<file path="config.mk">
export PLATFORM = sky130hd
export DESIGN_NAME = pxs_ball_motion
export DESIGN_NICKNAME = d
export VERILOG_FILES = /design/src/rtl/pxs_ball_motion_pkg.sv /design/src/rtl/pxs_ball_axis.sv /design/src/rtl/pxs_ball_motion.sv
export SDC_FILE = /design/constraint.sdc
export NUM_CORES = 1
export LEC_CHECK = 0
export BUFFER_PORTS_ARGS = -buffer_cell sky130_fd_sc_hd__buf_2
export CORE_ASPECT_RATIO = 0.6
export CORE_MARGIN = 3
export CORE_UTILIZATION = 53
export CTS_CLUSTER_DIAMETER = 100
export DETAILED_ROUTE_END_ITERATION = 16
export GPL_TIMING_DRIVEN = 0
export PLACE_DENSITY_LB_ADDON = 0.12
export SETUP_SLACK_MARGIN = 0.15
export SYNTH_ARGS = -nofsm -noshare
export SYNTH_HDL_FRONTEND = slang
export SYNTH_SLANG_ARGS = --single-unit
export TNS_END_PERCENT = 1
</file>
<file path="constraint.sdc">
create_clock -name px_clk -period 2.8 [get_ports px_clk]
set_input_delay 0.14 -clock px_clk [delete_from_list [all_inputs] [get_ports px_clk]]
set_output_delay 0.14 -clock px_clk [all_outputs]
set_load 0.05 [all_outputs]
</file>
<file path="src/rtl/pxs_ball_motion_pkg.sv">
// rtl/pxs_ball_motion_pkg.sv - shared stream field macros, state and direction encodings for the ball motion block
//
// Purpose : stream field layout of the 26-bit pixel stream (`VGA, `RGB, `XC, `YC)
//           plus FSM state and axis direction encodings used by pxs_ball_motion
//           and pxs_ball_axis.
// Ports   : none (package).
// Options : none; PXS_BALL_PAUSE_EN is consumed by pxs_ball_motion only.

`ifndef PXS_VH
`define PXS_VH
`define VGA 25:24
`define RGB 23:20
`define XC  19:10
`define YC  9:0
`endif

package pxs_ball_motion_pkg;

  localparam int STREAM_W = 26;
  localparam int POS_W    = 10;

  // SERVE holds the ball at centre while the serve countdown runs.
  typedef enum logic {
    ST_SERVE = 1'b0,
    ST_RUN   = 1'b1
  } state_e;

  // Forward is RIGHT on X and DOWN on Y; back is LEFT / UP.
  typedef enum logic {
    DIR_FWD  = 1'b0,
    DIR_BACK = 1'b1
  } dir_e;

endpackage

</file>
<file path="src/rtl/pxs_ball_axis.sv">
// rtl/pxs_ball_axis.sv - single-axis step, clamp and bounce unit
//
// Purpose : moves one coordinate by STEP per step_i, clamping to [0, LIMIT]
//           and reversing direction with a one-cycle bounce pulse at a wall.
// Ports   : clk_i     pixel clock
//           rst_ni    asynchronous active-low reset
//           restart_i return to INIT heading forward (wins over step_i)
//           step_i    apply one motion step this edge
//           pos_o     current position
//           dir_o     current direction (DIR_FWD / DIR_BACK)
//           bounce_o  high for the cycle after a wall hit

module pxs_ball_axis
  import pxs_ball_motion_pkg::*;
#(
  parameter int STEP  = 2,
  parameter int LIMIT = 624,
  parameter int INIT  = 312
) (
  input  logic             clk_i,
  input  logic             rst_ni,
  input  logic             restart_i,
  input  logic             step_i,
  output logic [POS_W-1:0] pos_o,
  output dir_e             dir_o,
  output logic             bounce_o
);

  localparam logic [POS_W:0]   STEP_W  = (POS_W+1)'(STEP);
  localparam logic [POS_W:0]   LIMIT_W = (POS_W+1)'(LIMIT);
  localparam logic [POS_W-1:0] INIT_W  = POS_W'(INIT);

  logic [POS_W-1:0] pos_q, pos_d;
  dir_e             dir_q, dir_d;
  logic             bounce_q, bounce_d;
  logic [POS_W:0]   pos_ext;
  logic [POS_W:0]   pos_fwd;

  // One extra bit so the forward sum can never wrap before the clamp test.
  assign pos_ext = {1'b0, pos_q};
  assign pos_fwd = pos_ext + STEP_W;

  always_comb begin
    pos_d    = pos_q;
    dir_d    = dir_q;
    bounce_d = 1'b0;
    if (restart_i) begin
      pos_d = INIT_W;
      dir_d = DIR_FWD;
    end else if (step_i) begin
      if (dir_q == DIR_FWD) begin
        if (pos_fwd >= LIMIT_W) begin
          pos_d    = LIMIT_W[POS_W-1:0];
          dir_d    = DIR_BACK;
          bounce_d = 1'b1;
        end else begin
          pos_d = pos_fwd[POS_W-1:0];
        end
      end else begin
        if (pos_ext <= STEP_W) begin
          pos_d    = '0;
          dir_d    = DIR_FWD;
          bounce_d = 1'b1;
        end else begin
          pos_d = pos_q - STEP_W[POS_W-1:0];
        end
      end
    end
  end

  always_ff @(posedge clk_i or negedge rst_ni) begin
    if (!rst_ni) begin
      pos_q    <= INIT_W;
      dir_q    <= DIR_FWD;
      bounce_q <= 1'b0;
    end else begin
      pos_q    <= pos_d;
      dir_q    <= dir_d;
      bounce_q <= bounce_d;
    end
  end

  assign pos_o    = pos_q;
  assign dir_o    = dir_q;
  assign bounce_o = bounce_q;

endmodule

</file>
<file path="src/rtl/pxs_ball_motion.sv">
// rtl/pxs_ball_motion.sv - per-frame ball position generator feeding the ball overlay stage
//
// Purpose : detects one frame tick per frame (first line with YC == V_ACTIVE),
//           runs the SERVE/RUN FSM and steps the X/Y axes on that tick, and
//           forwards the pixel stream with one cycle of delay so stream and
//           position stay aligned downstream.
// Ports   : px_clk    pixel clock
//           reset_n   asynchronous active-low reset
//           RGBStr_i  pixel stream in;  RGBStr_o  same stream, 1 cycle later
//           enable    low: ticks ignored (no motion, serve count frozen)
//           restart   pulse: ball to centre, back to SERVE
//           pause     (PXS_BALL_PAUSE_EN only) high: ticks ignored
//           x_ball / y_ball      ball top-left position
//           bounce_x / bounce_y  one-cycle wall-hit pulses
//           serving   high while in SERVE
// Options : `define PXS_BALL_PAUSE_EN adds the pause input.

module pxs_ball_motion
  import pxs_ball_motion_pkg::*;
#(
  parameter int SIZE_BALL    = 16,
  parameter int H_ACTIVE     = 640,
  parameter int V_ACTIVE     = 480,
  parameter int STEP_X       = 2,
  parameter int STEP_Y       = 2,
  parameter int SERVE_FRAMES = 60
) (
  input  logic                px_clk,
  input  logic                reset_n,
  input  logic [STREAM_W-1:0] RGBStr_i,
  output logic [STREAM_W-1:0] RGBStr_o,
  input  logic                enable,
  input  logic                restart,
`ifdef PXS_BALL_PAUSE_EN
  input  logic                pause,
`endif
  output logic [POS_W-1:0]    x_ball,
  output logic [POS_W-1:0]    y_ball,
  output logic                bounce_x,
  output logic                bounce_y,
  output logic                serving
);

  localparam int XC0  = (H_ACTIVE - SIZE_BALL) / 2;
  localparam int YC0  = (V_ACTIVE - SIZE_BALL) / 2;
  localparam int XMAX = H_ACTIVE - SIZE_BALL;
  localparam int YMAX = V_ACTIVE - SIZE_BALL;

  localparam logic [POS_W-1:0] V_TRIG   = POS_W'(V_ACTIVE);
  localparam logic [7:0]       SERVE_LD = 8'(SERVE_FRAMES);

  logic [STREAM_W-1:0] stream_q;
  logic [POS_W-1:0]    yc_q;
  state_e              state_q, state_d;
  logic [7:0]          serve_cnt_q, serve_cnt_d;
  logic                tick;
  logic                tick_ok;
  logic                frame_ev;
  logic                step;
  dir_e                dir_x, dir_y;

  // Rising edge of "YC is on the trigger line": one tick per frame no matter
  // how many cycles YC sits at V_ACTIVE.
  assign tick = (RGBStr_i[`YC] == V_TRIG) && (yc_q != V_TRIG);

`ifdef PXS_BALL_PAUSE_EN
  assign tick_ok = enable && !pause;
`else
  assign tick_ok = enable;
`endif

  assign frame_ev = tick && tick_ok;
  assign step     = frame_ev && (state_q == ST_RUN) && !restart;

  always_comb begin
    state_d     = state_q;
    serve_cnt_d = serve_cnt_q;
    if (restart) begin
      state_d     = ST_SERVE;
      serve_cnt_d = SERVE_LD;
    end else if (frame_ev && (state_q == ST_SERVE)) begin
      // The last serve tick only hands over to RUN; the ball first moves on
      // the following tick.
      serve_cnt_d = serve_cnt_q - 8'd1;
      if (serve_cnt_q == 8'd1) begin
        state_d = ST_RUN;
      end
    end
  end

  always_ff @(posedge px_clk or negedge reset_n) begin
    if (!reset_n) begin
      stream_q    <= '0;
      yc_q        <= '0;
      state_q     <= ST_SERVE;
      serve_cnt_q <= SERVE_LD;
    end else begin
      stream_q    <= RGBStr_i;
      yc_q        <= RGBStr_i[`YC];
      state_q     <= state_d;
      serve_cnt_q <= serve_cnt_d;
    end
  end

  pxs_ball_axis #(
    .STEP  (STEP_X),
    .LIMIT (XMAX),
    .INIT  (XC0)
  ) u_axis_x (
    .clk_i     (px_clk),
    .rst_ni    (reset_n),
    .restart_i (restart),
    .step_i    (step),
    .pos_o     (x_ball),
    .dir_o     (dir_x),
    .bounce_o  (bounce_x)
  );

  pxs_ball_axis #(
    .STEP  (STEP_Y),
    .LIMIT (YMAX),
    .INIT  (YC0)
  ) u_axis_y (
    .clk_i     (px_clk),
    .rst_ni    (reset_n),
    .restart_i (restart),
    .step_i    (step),
    .pos_o     (y_ball),
    .dir_o     (dir_y),
    .bounce_o  (bounce_y)
  );

  // Directions are internal state only; the overlay needs just the position.
  logic unused_dir;
  assign unused_dir = dir_x ^ dir_y;

  assign RGBStr_o = stream_q;
  assign serving  = (state_q == ST_SERVE);

endmodule

</file>
==> flow_summary.toml <==
[sta]
max-slew-margin-rel_pct = 49.93
timing.clock.skew_ns = 0.007708
maxSlewViolCount = 0
actual_transition_at_the_worst_max_transition_pin_ns = 0.7432
period_share_pct = 91.35
finalWorstPathRequiredPeriod_ns = 2.558
max_freq_ghz = 0.3910
report.final.setup_viol = 0
finalHoldViolCount = 0
setup_repair_after_global_routing_missed_its_margin = "true"
setup-tns-final_ns = 0

[worst_setup_path]
crit_path_cell_trace = "ha_1 > clkbuf_1 > or3b_2 > o22ai_1 > a221oi_1 > o21ai_1 > mux2i_1 > o21a_1"
critical_path_peak_fanout = 9
cp_data_required_time_ns = 3.04
worstSetupEndpoint = "u_axis_y.pos_o[2]"
worstPathArrival_ns = 2.80
cp-startpoint = "u_axis_y.pos_o[2]"
reg2reg_setup_slack_ns = 0.24
criticalPathCategory = "reg2reg"
reg2regPathDepth = 8
critPathMaxStageDelay_ns = 0.51
critical_path.reg2reg.startpoint = "u_axis_y.pos_o[2]"
worst_setup_path_start_kind = "flop"
crit-reg2reg-capture = "u_axis_y.pos_o[2]"
timing.critical_path.slowest_stage_cell = "dfrtp_1"
critical_path.endpoint_type = "flop"

[clocking]
cts_tree = "yes"
cts.path.max_buffers = 2
cts-htree-levels = 3
cts.reportedPaths.clkPinSlew_ns = 0.07
cts_buffers = 9
worstSkewPairLatency_ns = 0.35
cts_num_sinks = 57
cts.root.buffer_cell = "clkbuf_8"

[power_and_ir_drop]
power.leakage_nw = 1.727
max_rail_drop_vdd_v = 0.0003429
power_density_nw_per_um2 = 461.3

[placement]
placed_cells = 496
place_congestion = 0.9804
dpl.hpwl_mm = 6.002
io_buffer_count = 75

[run_status]
outcome = "complete, no violations"

[logic_synthesis]
post_synthesis_register_bit_count = 57
synth.avg_cell_area_um2 = 9.388
dominantRegCellSynth = "dfrtp_1"
yosysSeqAreaShare_pct = 45.16
synth_cells = 340
synthDistinctLibCells = 65
synth-edff-count = 0
synth.cell_area_um2 = 3192
synth-async-reset-ratio_pct = 100.0
yosysWarningCount = 0

[route]
antenna_violating_nets_post_route = 0
maxUsedRoutingLayer = "met4"
route.detailed.wl_per_inst_um = 17.41
num_vias = 3167
post_route_m1_wl_mm = 4.007
met3_wirelength_mm = 1.064
totalWireLength_mm = 9.383
initial_drt_pass_iterations = 5
met2WireLength_mm = 4.168
detailedRoute.firstIterationViolations = 265
drcViolationCount = 0
detail_route.vias_per_cell = 5.876

[cells_and_area]
antenna_cells_inserted = 0
areaGrowthSynthToFinish_pct = 30.93
fillCellCount = 439
area_of_the_multi_input_gates_um2 = 1594
final_core_utilization_pct = 73.29
ff_latch_area_um2 = 1441
nets_final = 492
instances_no_fill = 539
final_layout_size_suffix_gt1_share_pct = 28.76

[hold_path]
hold_path_class = "in2async"

[die]
coreArea_um2 = 5702
placementRows = 21
initial_core_util_pct = 55.98
horiz_die_dim_um = 106.2
i_o_pin_total = 79
die_h_um = 66.11
die-area_um2 = 7020

[global_routing]
globalRouteTotalUtil_pct = 28.21
number_of_global_route_vias_before_repair = 3021
grt_antenna_before_repair = 0
grt_overflow = 0
grt_max_degree = 58
first_pass_grt_wire_length_mm = 15.26

[job]
maxCapViolCount = 0
layer usage:
metal,vias to the layer above,global-route usage (%)
li1,1456,-
met1,1508,38.92
met2,182,43.38
met3,21,8.000
met4,0,8.562
met5,-,0
cells in the final DEF (no fill, tap or decap), drive strengths merged, types with 3 or more instances in the layout:
master and count:
a211oi 5, a21oi 20, a221oi 5, and2 3
and3 6, and4 3, buf 87, clkbuf 23
clkinv 5, dfrtp 45, dfstp 12, dlygate4sd3 27
ha 8, inv 14, nand2 23, nand2b 4
nand3 17, nand4 7, nor2 32, nor2b 4
nor3 14, nor4 10, o211ai 3, o21a 3
o21ai 17, o22ai 6, xnor2 4, xor2 10
stage by stage:
stage          power, mW  hold WS [ns]  worst slack [ns]  instance area, um2
5_1_grt            1.990        0.3400           0.08329                4179
3_5_place_dp       1.106        0.2494            0.2417                3671
3_3_place_gp       1.103        0.2484            0.1984                3671
2_1_floorplan      1.026       -0.1556            0.2949                3196
4_1_cts            1.922       0.09521            0.2222                4134
6_report           1.928        0.2969            0.2423                4179
state kept, by name, indices dropped and copies added (netlist names):
signal and count:
u_axis_x.dir_o 1, u_axis_x.bounce_o 1, u_axis_y.pos_o 9, u_axis_x.pos_o 9, state_q 1, u_axis_y.dir_o 1
yc_q 9, RGBStr_o 17, serve_cnt_q 8, u_axis_y.bounce_o 1
power breakdown:
| group | switching, mW | internal [mW] |
|---|---|---|
| Combinational | 0.175 | 0.0814 |
| Clock | 0.376 | 0.419 |
| Sequential | 0.0223 | 0.854 |
kinds of logic (layout without fill, tap and decap cells):
family	count (synthesis)	in the layout	synth area share, %
simple gates	136	136	23.25
compound gates	82	82	17.91
flops	57	57	45.16
buf+inv	39	157	5.566
xor+xnor	14	14	3.841
fa+ha+maj	8	8	3.136
mux	3	3	1.019
other cells	1	2	0.1175
timing repair:
item	CTS	global route
setup buffers	0	0
resized for setup	0	5
hold buffers	26	1
endpoints found under the hold margin	26	12
endpoints found under the setup margin	0	16
worst max-delay path: cells and delay by family (launching register included):
family,cells,cell delay [ns]
AND/OR/NAND/NOR,1,0.48
AO/OA/AOI/OAI,4,0.88
flip-flops,1,0.51
buffers and inverters,1,0.21
adder cells (fa/ha/maj),1,0.24
multiplexers,1,0.15
synth_stat cells (3+ instances only):
library cell	n	share of area, %
a211oi_1	5	1.2
a21oi_1	19	3.0
a221oi_1	4	1.1
and2_1	3	0.59
and3_1	6	1.2
and4_1	3	0.82
buf_2	7	1.1
clkbuf_1	15	1.8
dfrtp_1	45	35
dfstp_2	12	9.9
ha_1	8	3.1
inv_1	12	1.4
nand2_1	23	2.7
nand2b_1	4	0.78
nand3_1	17	2.7
nand4_1	7	1.4
nor2_1	32	3.8
nor2b_1	4	0.78
nor3_1	14	2.2
nor4_1	6	1.2
nor4_2	3	1.2
o211ai_1	3	0.71
o21a_1	3	0.71
o21ai_0	13	2.0
o21ai_1	4	0.63
o22ai_1	6	1.2
xnor2_1	4	1.1
xor2_1	10	2.7
worst min path at each step:
| stage | startpoint | endpoint | slack [ns] | cells after the start |
|---|---|---|---|---|
| floorplan | reset_n | RGBStr_o[10] | -0.16 | 0 |
| global placement | RGBStr_i[10] | RGBStr_o[10] | 0.25 | 1 |
| detailed placement | RGBStr_i[14] | RGBStr_o[14] | 0.25 | 1 |
| CTS | reset_n | RGBStr_o[15] | 0.1 | 1 |
| global route | reset_n | RGBStr_o[15] | 0.34 | 2 |
| finish | reset_n | RGBStr_o[15] | 0.30 | 2 |
layout make-up:
class / instances / share of cell area (%)
Tap cell: 80 / 2.395
Inverter: 13 / 1.168
Buffer: 25 / 3.024
Sequential cell: 57 / 34.49
Clock buffer: 9 / 2.964
Timing Repair Buffer: 103 / 15.93
Clock inverter: 7 / 1.886
Multi-Input combinational cell: 245 / 38.14
No activity file was read; power rests on OpenSTA's default activity.
